[src/rtl/load_store_unit.sv]
// Load/store unit: circular store queue and load queue, a single load FSM
// that either forwards from older stores or reads memory, byte-lane
// alignment and sign extension.
// Optional feature macro: LSU_STORE_FORWARD_EN enables store-to-load forwarding.
// Without it, a load waits until every older store has drained to memory.
module load_store_unit #(
  parameter int unsigned ADDR_WIDTH = 32,
  parameter int unsigned DATA_WIDTH = 32,
  parameter int unsigned SQ_DEPTH   = 8,
  parameter int unsigned LQ_DEPTH   = 8,
  parameter int unsigned ROB_WIDTH  = 5,
  parameter int unsigned PHY_WIDTH  = 6
) (
  input  logic                  clk,
  input  logic                  rst_n,
  input  logic                  flush,
  input  logic                  st_valid,
  input  logic [2:0]            st_funct3,
  input  logic [ADDR_WIDTH-1:0] st_addr,
  input  logic [DATA_WIDTH-1:0] st_data,
  input  logic                  ld_valid,
  input  logic [2:0]            ld_funct3,
  input  logic [ADDR_WIDTH-1:0] ld_addr,
  input  logic [ROB_WIDTH-1:0]  ld_rob_id,
  input  logic [PHY_WIDTH-1:0]  ld_rd_phy,
  output logic                  sq_full,
  output logic                  lq_full,
  input  logic                  retire_store_valid,
  output logic                  mem_wr_en,
  output logic [ADDR_WIDTH-1:0] mem_waddr,
  output logic [DATA_WIDTH-1:0] mem_wdata,
  output logic [3:0]            mem_wstrb,
  output logic                  mem_rd_en,
  output logic [ADDR_WIDTH-1:0] mem_raddr,
  input  logic                  mem_rdata_valid,
  input  logic [DATA_WIDTH-1:0] mem_rdata,
  output logic                  ld_commit_valid,
  output logic [ROB_WIDTH-1:0]  ld_commit_rob_id,
  output logic [PHY_WIDTH-1:0]  ld_commit_rd_phy,
  output logic [DATA_WIDTH-1:0] ld_commit_data
);

  localparam int unsigned SQ_AW = $clog2(SQ_DEPTH);
  localparam int unsigned SQ_PW = SQ_AW + 1;
  localparam int unsigned LQ_AW = $clog2(LQ_DEPTH);
  localparam int unsigned LQ_PW = LQ_AW + 1;
  localparam int unsigned WA_W  = ADDR_WIDTH - 2;

  typedef struct packed {
    logic [WA_W-1:0]       waddr;
    logic [DATA_WIDTH-1:0] data;
    logic [3:0]            strb;
  } sq_entry_t;

  typedef struct packed {
    logic [2:0]            funct3;
    logic [ADDR_WIDTH-1:0] addr;
    logic [ROB_WIDTH-1:0]  rob;
    logic [PHY_WIDTH-1:0]  phy;
    logic [SQ_PW-1:0]      snap;
  } lq_entry_t;

  typedef enum logic [2:0] {
    S_IDLE, S_CHECK, S_MEM_REQ, S_MEM_WAIT, S_RESP
  } state_e;

  function automatic logic [3:0] store_mask(input logic [2:0] f3, input logic [1:0] off);
    case (f3)
      3'd0:    return 4'b0001 << off;
      3'd1:    return 4'b0011 << off;
      3'd2:    return 4'b1111;
      default: return 4'b0000;
    endcase
  endfunction

  function automatic logic [DATA_WIDTH-1:0] store_lane(input logic [2:0] f3,
                                                       input logic [1:0] off,
                                                       input logic [DATA_WIDTH-1:0] d);
    case (f3)
      3'd0:    return DATA_WIDTH'(d[7:0]) << {off, 3'b000};
      3'd1:    return DATA_WIDTH'(d[15:0]) << {off, 3'b000};
      default: return d;
    endcase
  endfunction

  function automatic logic [DATA_WIDTH-1:0] load_extract(input logic [2:0] f3,
                                                         input logic [1:0] off,
                                                         input logic [DATA_WIDTH-1:0] w);
    logic [DATA_WIDTH-1:0] sh;
    sh = w >> {off, 3'b000};
    case (f3)
      3'd0:    return {{(DATA_WIDTH-8){sh[7]}}, sh[7:0]};
      3'd1:    return {{(DATA_WIDTH-16){sh[15]}}, sh[15:0]};
      3'd2:    return w;
      3'd4:    return {{(DATA_WIDTH-8){1'b0}}, sh[7:0]};
      3'd5:    return {{(DATA_WIDTH-16){1'b0}}, sh[15:0]};
      default: return '0;
    endcase
  endfunction

  state_e               state_q, state_d;
  logic [SQ_PW-1:0]     sq_wr_q, sq_wr_d, sq_rd_q, sq_rd_d;
  logic [LQ_PW-1:0]     lq_wr_q, lq_wr_d, lq_rd_q, lq_rd_d;
  logic                 sq_full_q, sq_full_d, lq_full_q, lq_full_d;
  sq_entry_t            sq_mem_q [SQ_DEPTH];
  lq_entry_t            lq_mem_q [LQ_DEPTH];

  logic                  mem_wr_en_q, mem_wr_en_d;
  logic [ADDR_WIDTH-1:0] mem_waddr_q, mem_waddr_d;
  logic [DATA_WIDTH-1:0] mem_wdata_q, mem_wdata_d;
  logic [3:0]            mem_wstrb_q, mem_wstrb_d;
  logic                  mem_rd_en_q, mem_rd_en_d;
  logic [ADDR_WIDTH-1:0] mem_raddr_q, mem_raddr_d;
  logic                  commit_valid_q, commit_valid_d;
  logic [ROB_WIDTH-1:0]  commit_rob_q, commit_rob_d;
  logic [PHY_WIDTH-1:0]  commit_phy_q, commit_phy_d;
  logic [DATA_WIDTH-1:0] commit_data_q, commit_data_d;

  logic sq_empty, sq_full_c, lq_empty, lq_full_c;
  logic sq_push, sq_pop, lq_push, lq_pop;
  sq_entry_t sq_head;
  lq_entry_t lq_head;
  logic [SQ_PW-1:0] snap_dist, sq_count, older_cnt;

  assign sq_empty  = (sq_wr_q == sq_rd_q);
  assign sq_full_c = ((sq_wr_q ^ sq_rd_q) == {1'b1, {SQ_AW{1'b0}}});
  assign lq_empty  = (lq_wr_q == lq_rd_q);
  assign lq_full_c = ((lq_wr_q ^ lq_rd_q) == {1'b1, {LQ_AW{1'b0}}});

  assign sq_push = st_valid && !sq_full_c && !flush;
  assign sq_pop  = retire_store_valid && !sq_empty;
  assign lq_push = ld_valid && !lq_full_c && !flush;
  assign lq_pop  = (state_q == S_RESP);

  assign sq_head = sq_mem_q[sq_rd_q[SQ_AW-1:0]];
  assign lq_head = lq_mem_q[lq_rd_q[LQ_AW-1:0]];

  // Stores still queued that are older than the head load; zero once the head has moved past the snapshot.
  assign snap_dist = lq_head.snap - sq_rd_q;
  assign sq_count  = sq_wr_q - sq_rd_q;
  assign older_cnt = (snap_dist <= sq_count) ? snap_dist : '0;

`ifdef LSU_STORE_FORWARD_EN
  function automatic logic [3:0] load_mask(input logic [2:0] f3, input logic [1:0] off);
    case (f3)
      3'd0, 3'd4: return 4'b0001 << off;
      3'd1, 3'd5: return 4'b0011 << off;
      3'd2:       return 4'b1111;
      default:    return 4'b0000;
    endcase
  endfunction

  logic             fwd_hit, fwd_covered;
  logic [SQ_AW-1:0] fwd_idx;
  sq_entry_t        fwd_entry;
  logic [3:0]       ld_mask;

  // Youngest older store whose word address matches the head load (later iterations win).
  always_comb begin
    fwd_hit = 1'b0;
    fwd_idx = '0;
    for (int unsigned k = 0; k < SQ_DEPTH; k++) begin
      if (SQ_PW'(k) < older_cnt &&
          sq_mem_q[SQ_AW'(sq_rd_q[SQ_AW-1:0] + SQ_AW'(k))].waddr == lq_head.addr[ADDR_WIDTH-1:2]) begin
        fwd_hit = 1'b1;
        fwd_idx = SQ_AW'(sq_rd_q[SQ_AW-1:0] + SQ_AW'(k));
      end
    end
  end

  assign fwd_entry   = sq_mem_q[fwd_idx];
  assign ld_mask     = load_mask(lq_head.funct3, lq_head.addr[1:0]);
  assign fwd_covered = ((fwd_entry.strb & ld_mask) == ld_mask);
`endif

  // Queue pointer updates; flush empties both queues.
  always_comb begin
    sq_wr_d = sq_wr_q + SQ_PW'(sq_push);
    sq_rd_d = sq_rd_q + SQ_PW'(sq_pop);
    lq_wr_d = lq_wr_q + LQ_PW'(lq_push);
    lq_rd_d = lq_rd_q + LQ_PW'(lq_pop);
    if (flush) begin
      sq_wr_d = '0;
      sq_rd_d = '0;
      lq_wr_d = '0;
      lq_rd_d = '0;
    end
    sq_full_d = ((sq_wr_d ^ sq_rd_d) == {1'b1, {SQ_AW{1'b0}}});
    lq_full_d = ((lq_wr_d ^ lq_rd_d) == {1'b1, {LQ_AW{1'b0}}});
  end

  // Retired head store becomes a one-cycle memory write; survives a concurrent flush.
  always_comb begin
    mem_wr_en_d = sq_pop;
    mem_waddr_d = '0;
    mem_wdata_d = '0;
    mem_wstrb_d = '0;
    if (sq_pop) begin
      mem_waddr_d = {sq_head.waddr, 2'b00};
      mem_wdata_d = sq_head.data;
      mem_wstrb_d = sq_head.strb;
    end
  end

  // Load FSM next state and registered request/commit outputs.
  always_comb begin
    state_d        = state_q;
    mem_rd_en_d    = 1'b0;
    mem_raddr_d    = '0;
    commit_valid_d = 1'b0;
    commit_rob_d   = '0;
    commit_phy_d   = '0;
    commit_data_d  = '0;
    case (state_q)
      S_IDLE: begin
        if (!lq_empty) state_d = S_CHECK;
      end
      S_CHECK: begin
`ifdef LSU_STORE_FORWARD_EN
        if (fwd_hit) begin
          if (fwd_covered) begin
            state_d        = S_RESP;
            commit_valid_d = 1'b1;
            commit_rob_d   = lq_head.rob;
            commit_phy_d   = lq_head.phy;
            commit_data_d  = load_extract(lq_head.funct3, lq_head.addr[1:0], fwd_entry.data);
          end
        end else begin
          state_d     = S_MEM_REQ;
          mem_rd_en_d = 1'b1;
          mem_raddr_d = {lq_head.addr[ADDR_WIDTH-1:2], 2'b00};
        end
`else
        if (older_cnt == '0) begin
          state_d     = S_MEM_REQ;
          mem_rd_en_d = 1'b1;
          mem_raddr_d = {lq_head.addr[ADDR_WIDTH-1:2], 2'b00};
        end
`endif
      end
      S_MEM_REQ: begin
        state_d = S_MEM_WAIT;
      end
      S_MEM_WAIT: begin
        if (mem_rdata_valid) begin
          state_d        = S_RESP;
          commit_valid_d = 1'b1;
          commit_rob_d   = lq_head.rob;
          commit_phy_d   = lq_head.phy;
          commit_data_d  = load_extract(lq_head.funct3, lq_head.addr[1:0], mem_rdata);
        end
      end
      S_RESP: begin
        state_d = S_IDLE;
      end
      default: begin
        state_d = S_IDLE;
      end
    endcase
    if (flush) begin
      state_d        = S_IDLE;
      mem_rd_en_d    = 1'b0;
      mem_raddr_d    = '0;
      commit_valid_d = 1'b0;
      commit_rob_d   = '0;
      commit_phy_d   = '0;
      commit_data_d  = '0;
    end
  end

  // Control and output registers.
  always_ff @(posedge clk or negedge rst_n) begin
    if (!rst_n) begin
      state_q        <= S_IDLE;
      sq_wr_q        <= '0;
      sq_rd_q        <= '0;
      lq_wr_q        <= '0;
      lq_rd_q        <= '0;
      sq_full_q      <= 1'b0;
      lq_full_q      <= 1'b0;
      mem_wr_en_q    <= 1'b0;
      mem_waddr_q    <= '0;
      mem_wdata_q    <= '0;
      mem_wstrb_q    <= '0;
      mem_rd_en_q    <= 1'b0;
      mem_raddr_q    <= '0;
      commit_valid_q <= 1'b0;
      commit_rob_q   <= '0;
      commit_phy_q   <= '0;
      commit_data_q  <= '0;
    end else begin
      state_q        <= state_d;
      sq_wr_q        <= sq_wr_d;
      sq_rd_q        <= sq_rd_d;
      lq_wr_q        <= lq_wr_d;
      lq_rd_q        <= lq_rd_d;
      sq_full_q      <= sq_full_d;
      lq_full_q      <= lq_full_d;
      mem_wr_en_q    <= mem_wr_en_d;
      mem_waddr_q    <= mem_waddr_d;
      mem_wdata_q    <= mem_wdata_d;
      mem_wstrb_q    <= mem_wstrb_d;
      mem_rd_en_q    <= mem_rd_en_d;
      mem_raddr_q    <= mem_raddr_d;
      commit_valid_q <= commit_valid_d;
      commit_rob_q   <= commit_rob_d;
      commit_phy_q   <= commit_phy_d;
      commit_data_q  <= commit_data_d;
    end
  end

  // Queue entry storage; loads snapshot the store tail before any same-cycle store lands.
  always_ff @(posedge clk) begin
    if (sq_push) begin
      sq_mem_q[sq_wr_q[SQ_AW-1:0]] <= '{waddr: st_addr[ADDR_WIDTH-1:2],
                                        data:  store_lane(st_funct3, st_addr[1:0], st_data),
                                        strb:  store_mask(st_funct3, st_addr[1:0])};
    end
    if (lq_push) begin
      lq_mem_q[lq_wr_q[LQ_AW-1:0]] <= '{funct3: ld_funct3, addr: ld_addr, rob: ld_rob_id,
                                        phy: ld_rd_phy, snap: sq_wr_q};
    end
  end

  assign sq_full          = sq_full_q;
  assign lq_full          = lq_full_q;
  assign mem_wr_en        = mem_wr_en_q;
  assign mem_waddr        = mem_waddr_q;
  assign mem_wdata        = mem_wdata_q;
  assign mem_wstrb        = mem_wstrb_q;
  assign mem_rd_en        = mem_rd_en_q;
  assign mem_raddr        = mem_raddr_q;
  assign ld_commit_valid  = commit_valid_q;
  assign ld_commit_rob_id = commit_rob_q;
  assign ld_commit_rd_phy = commit_phy_q;
  assign ld_commit_data   = commit_data_q;

endmodule

[config.mk]
export PLATFORM = sky130hd
export DESIGN_NAME = load_store_unit
export DESIGN_NICKNAME = d
export VERILOG_FILES = /design/src/rtl/load_store_unit.sv
export SDC_FILE = /design/constraint.sdc
export NUM_CORES = 1
export LEC_CHECK = 0
export ABC_AREA = 0
export CORE_AREA = 2 2 293 295
export CTS_BUF_LIST = sky130_fd_sc_hd__clkbuf_16
export DETAILED_ROUTE_END_ITERATION = 7
export DIE_AREA = 0 0 295 297
export PLACE_DENSITY = 0.81
export SETUP_SLACK_MARGIN = 0.1
export SLEW_MARGIN = 20
export SYNTH_ARGS = -nofsm -noshare
export SYNTH_HDL_FRONTEND = slang
export SYNTH_SLANG_ARGS = --single-unit
[constraint.sdc]
create_clock -name clk -period 6.9 [get_ports clk]
set_clock_uncertainty 0.05 [all_clocks]
set_input_delay 1.38 -clock clk [delete_from_list [all_inputs] [get_ports clk]]
set_output_delay 1.38 -clock clk [all_outputs]
set_load 0.005 [all_outputs]
; ---- Word-level counts from Yosys, hierarchy flattened
; Memories as Yosys holds them, arrays and structs flattened.
; Index checks and enable logic that the tools add are counted.
[totals]
mem_bits_ro = 0
output_inout_bits = 148
ram_bits = 928
n_memories = 2
register_bits = 167
wordCells = 108
in_bits = 152
latchBits = 0
[classes]
reduce_logical = 14
div_mod_pow = 0
shifts = 5
multipliers = 0
magnitude_cmp = 1
n_addsub = 6
muxes = 40
n_eq_ne = 19
n_bitwise = 4
[mem_list]
columns = memory, words, word_bits, rd, rd_ports_with_merged_regs, wr, line
row1 = sq_mem_q, 8, 66, 1, 0, 1, 105  ; sq_entry_t sq_mem_q [SQ_DEPTH];
row2 = lq_mem_q, 8, 50, 1, 0, 1, 106  ; lq_entry_t lq_mem_q [LQ_DEPTH];
[op_table]
columns = cell, count
row1 = $mux W32, 9
row2 = $pmux W32 S5, 1
row3 = $pmux W32 S2, 1
row4 = $shl A16 B5 Y32, 1
row5 = $shl A8 B5 Y32, 1
row6 = $shr A32 B5 Y16, 1
row7 = $mux W4, 7
row8 = $mux W6, 3
row9 = $add A4 B1 Y4, 4
row10 = $eq A4 B4 Y1 const B, 4
row11 = $xor A4 B4 Y4, 4
row12 = $mux W5, 3
row13 = $eq A3 B2 Y1 const B, 4
row14 = $mux W3, 4
row15 = $pmux W3 S4, 1
row16 = $pmux W4 S3, 1
row17 = $mux W1, 10
row18 = $eq A3 B1 Y1 const B, 3
row19 = $eq A3 B3 Y1 const B, 3
row20 = $logic_not A3 Y1, 3
row21 = $ne A3 B3 Y1 const B, 3
row22 = $eq A4 B4 Y1, 2
row23 = $sub A4 B4 Y4, 2
row24 = $logic_and A1 B1 Y1, 5
row25 = other kinds (6), 9

; ---- Longest topological paths before layout
; Gate-level depths: netlist (run 1).
[logic_depth]
depth_word = 9
ltp_mapped = 18
ltp_nobuf = 12

; ---- Worst setup path after synthesis (run 1)
; No wires, ideal clock.
[synth_path]
path_type = reg-to-reg
startpoint = reg sq_rd_q[1]
endpoint = mem sq_mem_q[1][0] in the netlist's numbering, enable pin
arrival_time_ns = 6.612
path_buffers = 3
synth_period_minus_slack_ns = 7.233
setup_ns = 0.571
path_slack_ns = -0.333
path_stages_with_launch = 9
required_ns = 6.279
cell_sequence = dfrtp_1 -> clkbuf_1 -> clkbuf_1 -> clkbuf_1 -> inv_1 -> ha_1 -> a41oi_1 -> nand2_1 -> nor3_1
[synth_between]
elab_chain_len = 7
[synth_lines]
columns = item, line
row1 = from (decl), 102  ; logic [SQ_PW-1:0] sq_wr_q, sq_wr_d, sq_rd_q, sq_rd_d;
row2 = from (signal assigned), 294  ; sq_rd_q <= sq_rd_d;
row3 = $xor A4 B4 Y4, 126  ; assign sq_full_c = ((sq_wr_q ^ sq_rd_q) == {1'b1, {SQ_AW{1'b0}}});
row4 = $eq A4 B4 Y1, 126
row5 = $logic_not A1 Y1, 130  ; assign sq_push = st_valid && !sq_full_c && !flush;
row6 = $logic_and A1 B1 Y1 (2 in a row), 130
row7 = $mux W1, 314  ; if (sq_push) begin
row8 = $mux W1 (not written as such), 315  ; sq_mem_q[sq_wr_q[SQ_AW-1:0]] <= '{waddr: st_addr[ADDR_WIDTH-1:2],
row9 = to (decl), 105
; Every way passes these cells.

; ---- Worst setup path after layout (run 1)
[layout_path]
startpoint = reg lq_rd_q[0]
endpoint = reg mem_raddr_q[5] (netlist: mem_raddr[5])
[layout_between]
elab_chain_len = 8
[layout_lines]
columns = item, line
row1 = from (decl), 103  ; logic [LQ_PW-1:0] lq_wr_q, lq_wr_d, lq_rd_q, lq_rd_d;
row2 = from (signal assigned), 296  ; lq_rd_q <= lq_rd_d;
row3 = $mem_v2 Z8 W50 *, -
row4 = $sub A4 B4 Y4, 139  ; assign snap_dist = lq_head.snap - sq_rd_q;
row5 = $le A4 B4 Y1, 141  ; assign older_cnt = (snap_dist <= sq_count) ? snap_dist : '0;
row6 = $mux W4, 141
row7 = $logic_not A4 Y1, 234  ; if (older_cnt == '0) begin
row8 = $mux W32 *, 234
row9 = $mux W32 *, 214  ; case (state_q)
row10 = $mux W32 *, 260  ; if (flush) begin
row11 = via mem_raddr_d[5], 113  ; logic [ADDR_WIDTH-1:0] mem_raddr_q, mem_raddr_d;
row12 = to (signal assigned), 304  ; mem_raddr_q <= mem_raddr_d;
row13 = to (decl), 113
; Mark *: on every way through the listed nets, which the timed path passes. The rest lies on a longest branch.
; A chain may end at the register's enable or synchronous reset.

==> impl_metrics.csv, run 1 <==
group,metric,value,unit
status,status,"complete, no violations",
synth,synth_top_area_frac,0.667,
synth,syn_area,41800,sq um
floorplanning,io_pins,300,
critical_path,crit_type,"flip-flop to flip-flop",
floorplanning,initial_core_util,0.495,
clocking,cts_buffers,105,
synth,synthCells,2104,
clocking,post_cts_resized,0,
floorplanning,dieArea,87600,sq um
synth,yosysTopAreaCell,"edfxtp_1",
clocking,cts_hold_buf,0,
synth,yosysUniqueCellTypes,54,
power_and_ir_drop,comb_power_share,0.080,
critical_path,end_kind,"flip-flop",
global_routing,groute.usage.overall,0.212,
placement,port_buffers,295,
drt,drt-initial-drc-count,2147,
floorplanning,die_h,297,um
min_path,holdCritStartpoint,"state_q[2]$_DFFE_PN0P_",
synth,synth-edff-count,928,
layout,fin_util,0.586,
synth,async_reset_ff_frac,0.149,
drt,num_vias,21600,
critical_path,rr_startpoint,"lq_rd_q[0]$_DFF_PN0_",
floorplanning,row_count,107,
sta,finalSetupViolCount,0,
job,drv_cap,0,
critical_path,cp_data_required_time,7.39,ns
clocking,clock_sinks,1091,
floorplanning,core,84500,sq um
global_routing,antenna_found_initial,4,
power_and_ir_drop,switching_power,3.09,mW
clocking,cts_buffer_depth,3,
drt,drtPass1Iterations,5,
drt,via_per_inst,5.89,
clocking,worstSkewPairLatency,0.67,ns
sta,tns,0,ns
power_and_ir_drop,internal_power,10.9,mW
sta,tightestPinTransition,1.21,ns
clocking,cts.reportedPaths.clkPinSlew,0.06,ns
critical_path,critPathLaunch,"lq_rd_q[0]$_DFF_PN0_",
clocking,cts_tree,"built",
critical_path,crit_fanout,40,
sta,finalHoldViolations,0,
min_path,holdPathStages,3,
layout,nets,2596,
clocking,postCtsSetupBuffers,0,
synth,synth_seq_cells,1091,
sta,slew_headroom,0.195,
synth,yosys-top-cells-count,"928 x edfxtp_1, 234 x mux4_2, 181 x nand2_1",
clocking,cts-htree-levels,3,
global_routing,overflow,0,
sta,fmax,0.235,GHz
power_and_ir_drop,p_per_area,283,nW/um^2
power_and_ir_drop,cellLeakagePower,16.4,nW
layout,drive_gt1_frac,0.186,
clocking,clockRootBuffer,"clkbuf_16",
synth,syn_area_per_cell,19.9,sq um
power_and_ir_drop,p_sw_frac,0.221,
synth,synth.area.top_cells,"edfxtp_1 67%, mux4_2 13%, dfrtp_1 9.8%",
sta,grt_setup_unrepaired,"no",
drt,drc,0,
power_and_ir_drop,ir_drop,336,uV
layout,syn2layout_area_growth,18.6,%
critical_path,reg2reg_depth,12,
sta,drv_slew,0,
drt,ant_nets,0,
critical_path,crit_arrival,4.74,ns
synth,yosys_warnings,0,
sta,period_needed,4.25,ns
global_routing,grt_max_degree,102,
placement,dpl.hpwl,52.8,mm
drt,drt-total-wl,92.8,mm
power_and_ir_drop,seq_power_share,0.528,
global_routing,grt_pass1_wl,140,mm
synth,synth_seq_area_share,0.765,
global_routing,grt_pass1_vias,22600,
drt,wire_per_inst,25.3,um
placement,gp_congestion,0.840,
synth,synth_most_common_cell,"edfxtp_1",
critical_path,cp-start-kind,"flip-flop",
floorplanning,die_w,295,um
power_and_ir_drop,power_frac_clock,0.392,
synth,synthFlopType,"edfxtp_1",
sta,min_period_over_period,0.616,
min_path,hp-class,"flip-flop to flip-flop",
==> worst max-delay path, cell delays in order (launching register included) <==
cell and delay (ns):
dfrtp_4 0.93, mux4_2 0.61, mux2i_1 0.21, inv_1 0.08, ha_1 0.28, a21o_1 0.16
a21oi_1 0.18, xnor3_1 0.27, ha_1 0.30, and4_1 0.20, o32a_1 0.16, buf_4 0.26
nor4_1 0.40
==> layer usage <==
metal,track usage,wire [um],up-vias
met3,0.0394,7770,174
met2,0.361,47800,1072
li1,-,-,9040
met5,0,47,-
met1,0.281,34900,11300
met4,0.0607,2250,8
==> final timing paths <==
path,to,slack [ns]
max in group asynchronous,sq_rd_q[0]$_DFF_PN0_,4.38
worst min-delay path,state_q[1]$_DFFE_PN0P_,0.56
worst max-delay path,mem_raddr[5]$_DFF_PN0_,2.65
worst min register to register,state_q[1]$_DFFE_PN0P_,0.56
min in group asynchronous,lq_full$_DFF_PN0_,0.79
worst max register to register,mem_raddr[5]$_DFF_PN0_,2.65
==> area by class of cell <==
class	instances	area [sq um]
fill	5840	34900
sequential	1091	32000
multi-input combinational	876	9360
timing repair buffer	332	3330
clock buffer	106	2650
tap	1144	1430
clock inverter	93	723
inverter	18	67.6
antenna	1	2.50
==> placed cells by master (no fill, tap or decap), types with 32 or more instances in the layout <==
cell type,netlist,final
nor2_1,64,51
edfxtp_1,928,928
a22oi_1,32,32
inv_1,18,46
mux4_2,234,234
clkdlybuf4s50_1,0,294
nand2_1,181,181
mux2i_1,55,55
dfrtp_1,163,157
a21oi_1,91,91
clkbuf_16,0,106
==> through the flow <==
| step | setup WS (ns) | area (sq um) | cells | power [mW] | hold WS, ns |
|---|---|---|---|---|---|
| 2_1_floorplan | 1.09 | 41800 | 2107 | 8.15 | 0.485 |
| 3_3_place_gp | 2.42 | 46000 | 3458 | 8.60 | 0.527 |
| 3_5_place_dp | 2.42 | 46100 | 3461 | 8.64 | 0.559 |
| 4_1_cts | 2.59 | 49500 | 3660 | 14.1 | 0.545 |
| 5_1_grt | 2.29 | 49500 | 3660 | 14.4 | 0.598 |
| 6_report | 2.65 | 49500 | 3661 | 14.0 | 0.559 |
==> flip-flops by register name, summed over array words and instances, names as in the netlist <==
signal and cells:
ld_commit_data 32, ld_commit_rd_phy 6, ld_commit_rob_id 5, ld_commit_valid 1, lq_full 1, lq_mem_q 400, lq_rd_q 4, lq_wr_q 4
mem_raddr 30, mem_rd_en 1, mem_waddr 30, mem_wdata 32, mem_wr_en 1, mem_wstrb 4, sq_full 1, sq_mem_q 528
sq_rd_q 4, sq_wr_q 4, state_q 3
==> power groups by stage <==
stage	combinational [mW]	sequential (mW)	clock, mW
5_1_grt	1.21	7.40	5.83
6_report	1.12	7.39	5.49
3_5_place_dp	1.12	7.53	0
4_1_cts	1.13	7.39	5.59
2_1_floorplan	0.663	7.49	0
3_3_place_gp	1.08	7.52	0
==> logic make-up after synthesis <==
| logic type | after synthesis | share of synthesized area |
|---|---|---|
| buffers and inverters | 140 | 0.0155 |
| DFF | 1091 | 0.765 |
| and+or+nand+nor | 338 | 0.0358 |
| muxes | 305 | 0.144 |
| adders and majority gates | 20 | 0.00635 |
| AOI/OAI and AO/OA | 186 | 0.0282 |
| other | 1 | 0.0000898 |
| xor gates and xnor gates | 23 | 0.00515 |
No activity file was read; power rests on OpenSTA's default activity.
==> inputs of run 2 (changes only) <==
--- a/config.mk
+++ b/config.mk
@@ -10,7 +10,7 @@
 export CTS_BUF_LIST = sky130_fd_sc_hd__clkbuf_16
 export DETAILED_ROUTE_END_ITERATION = 7
 export DIE_AREA = 0 0 295 297
-export PLACE_DENSITY = 0.81
+export PLACE_DENSITY = 0.78
 export SETUP_SLACK_MARGIN = 0.1
 export SLEW_MARGIN = 20
 export SYNTH_ARGS = -nofsm -noshare
==> constraint.sdc (replaced) <==
create_clock -name clk -period 4.3 [get_ports clk]
set_clock_uncertainty 0.05 [all_clocks]
set_input_delay 0.86 -clock clk [delete_from_list [all_inputs] [get_ports clk]]
set_output_delay 0.86 -clock clk [all_outputs]
set_load 0.005 [all_outputs]
==> impl_metrics.csv, run 2 (synthesis gave the netlist of run 1 again) <==
group,metric,value,unit
min_path,hp-class,"input port to asynchronous set/reset pin",
drt,drt-initial-drc-count,1717,
drt,wire_per_inst,24.8,um
status,status,"complete, no violations",
clocking,cts_tree,"built",
sta,slew_headroom,0.198,
layout,layout_common_cells,"928 x edfxtp_1, 294 x clkdlybuf4s50_1, 234 x mux4_2",
clocking,worstSkewPairLatency,0.67,ns
power_and_ir_drop,ir_drop,351,uV
critical_path,crit_arrival,4.24,ns
sta,grt_setup_unrepaired,"no",
critical_path,crit_fanout,33,
global_routing,groute.usage.overall,0.209,
power_and_ir_drop,p_sw_frac,0.222,
power_and_ir_drop,cellLeakagePower,16.6,nW
drt,num_vias,21300,
drt,ant_nets,0,
layout,final_common_cell,"edfxtp_1",
global_routing,grt_max_degree,136,
clocking,cts-htree-levels,3,
clocking,postCtsSetupBuffers,0,
power_and_ir_drop,switching_power,5.03,mW
sta,fmax,0.266,GHz
drt,drc,0,
clocking,cts_buffers,108,
floorplanning,die_w,295,um
power_and_ir_drop,power_frac_clock,0.396,
clocking,cts.reportedPaths.clkPinSlew,0.06,ns
drt,drtPass1Iterations,5,
layout,fin_util,0.591,
power_and_ir_drop,comb_power_share,0.082,
critical_path,cp-start-kind,"flip-flop",
sta,tns,0,ns
floorplanning,dieArea,87600,sq um
global_routing,antenna_found_initial,5,
layout,largest_reg_flops,528,
clocking,clock_sinks,1091,
global_routing,globalRouteMet2Util,0.361,
global_routing,grt_pass1_vias,22800,
global_routing,overflow,0,
sta,tightestPinTransition,1.20,ns
critical_path,reg2reg_depth,12,
placement,dpl.hpwl,50.3,mm
sta,drv_slew,0,
placement,gp_congestion,0.836,
layout,drive_gt1_frac,0.200,
critical_path,cp_data_required_time,4.77,ns
sta,hold_slack,0.126,ns
floorplanning,row_count,107,
clocking,clockRootBuffer,"clkbuf_16",
job,drv_cap,0,
floorplanning,core,84500,sq um
global_routing,grt-busiest-layer,"met2",
clocking,cts_buffer_depth,3,
critical_path,crit_type,"flip-flop to flip-flop",
global_routing,use_met1,0.272,
drt,drt-total-wl,91.4,mm
placement,port_buffers,295,
sta,period_needed,3.76,ns
power_and_ir_drop,internal_power,17.6,mW
floorplanning,io_pins,300,
layout,syn2layout_area_growth,19.6,%
layout,nets,2625,
floorplanning,die_h,297,um
drt,via_per_inst,5.77,
clocking,post_cts_resized,0,
layout,nFillCells,5946,
global_routing,grt_pass1_wl,138,mm
sta,finalSetupViolCount,0,
clocking,cts_hold_buf,0,
sta,min_period_over_period,0.875,
global_routing,use_met3,0.0381,
floorplanning,initial_core_util,0.495,
power_and_ir_drop,p_per_area,453,nW/um^2
power_and_ir_drop,seq_power_share,0.522,
critical_path,end_kind,"flip-flop",
sta,finalHoldViolations,0,
-- run 2: cell count changes in the layout (fill, tap and decap cells not counted), sizes merged --
cell	delta
buf	+26
clkbuf	+4
bufinv	-2
clkinv	-2
inv	+2
clkinvlp	+1
-- run 2: worst paths after layout --
| check | start | end | slack (ns) |
|---|---|---|---|
| max | lq_rd_q[0]$_DFF_PN0_ | mem_raddr[8]$_DFF_PN0_ | 0.54 |
| min | rst_n | mem_raddr[30]$_DFF_PN0_ | 0.13 |
| max reg2reg | lq_rd_q[0]$_DFF_PN0_ | mem_raddr[8]$_DFF_PN0_ | 0.54 |
| min reg2reg | state_q[1]$_DFFE_PN0P_ | state_q[1]$_DFFE_PN0P_ | 0.56 |
| max in group asynchronous | rst_n | mem_waddr[23]$_DFF_PN0_ | 3.27 |
| min in group clk | state_q[1]$_DFFE_PN0P_ | state_q[1]$_DFFE_PN0P_ | 0.56 |
-- run 2: final cells by class --
class,count,area [sq um],share of cell area
Tap cell,1144,1430,0.0286
Timing Repair Buffer,358,3690,0.0738
Multi-Input combinational cell,876,9360,0.187
Clock buffer,110,2750,0.0551
Antenna cell,1,2.50,0.0000501
Clock inverter,92,701,0.0140
Inverter,18,67.6,0.00135
Sequential cell,1091,32000,0.640
-- run 2: metrics by stage --
| step | total power [mW] | cell area [sq um] | setup slack, ns | std cells |
|---|---|---|---|---|
| 2_1_floorplan | 13.1 | 41800 | -1.06 | 2107 |
| 3_3_place_gp | 13.8 | 46500 | 0.670 | 3486 |
| 3_5_place_dp | 13.9 | 46500 | 0.562 | 3486 |
| 4_1_cts | 22.8 | 49900 | 0.516 | 3688 |
| 5_1_grt | 23.4 | 50000 | 0.343 | 3689 |
| 6_report | 22.6 | 50000 | 0.536 | 3690 |
-- run 2: power by group through the flow --
stage / clock, mW / sequential [mW] / combinational (mW)
3_3_place_gp: 0 / 12.0 / 1.83
4_1_cts: 9.15 / 11.8 / 1.88
5_1_grt: 9.57 / 11.8 / 2.01
3_5_place_dp: 0 / 12.0 / 1.87
2_1_floorplan: 0 / 12.0 / 1.06
6_report: 8.96 / 11.8 / 1.85
-- run 2: critical path: stages, from the launching register on --
cell     delay, ns
dfrtp_4       0.50
mux4_2        0.53
mux2i_1       0.23
inv_1         0.09
ha_1          0.28
a21o_1        0.16
a21oi_1       0.17
xnor3_1       0.27
ha_1          0.31
and4_1        0.20
o32a_1        0.15
buf_4         0.25
nor4_1        0.45
-- run 2: routing by layer --
metal  up-vias  share of wire
met4         8          0.025
met5         -        0.00061
li1       9102              -
met3       172          0.073
met2       854           0.51
met1     11200           0.39
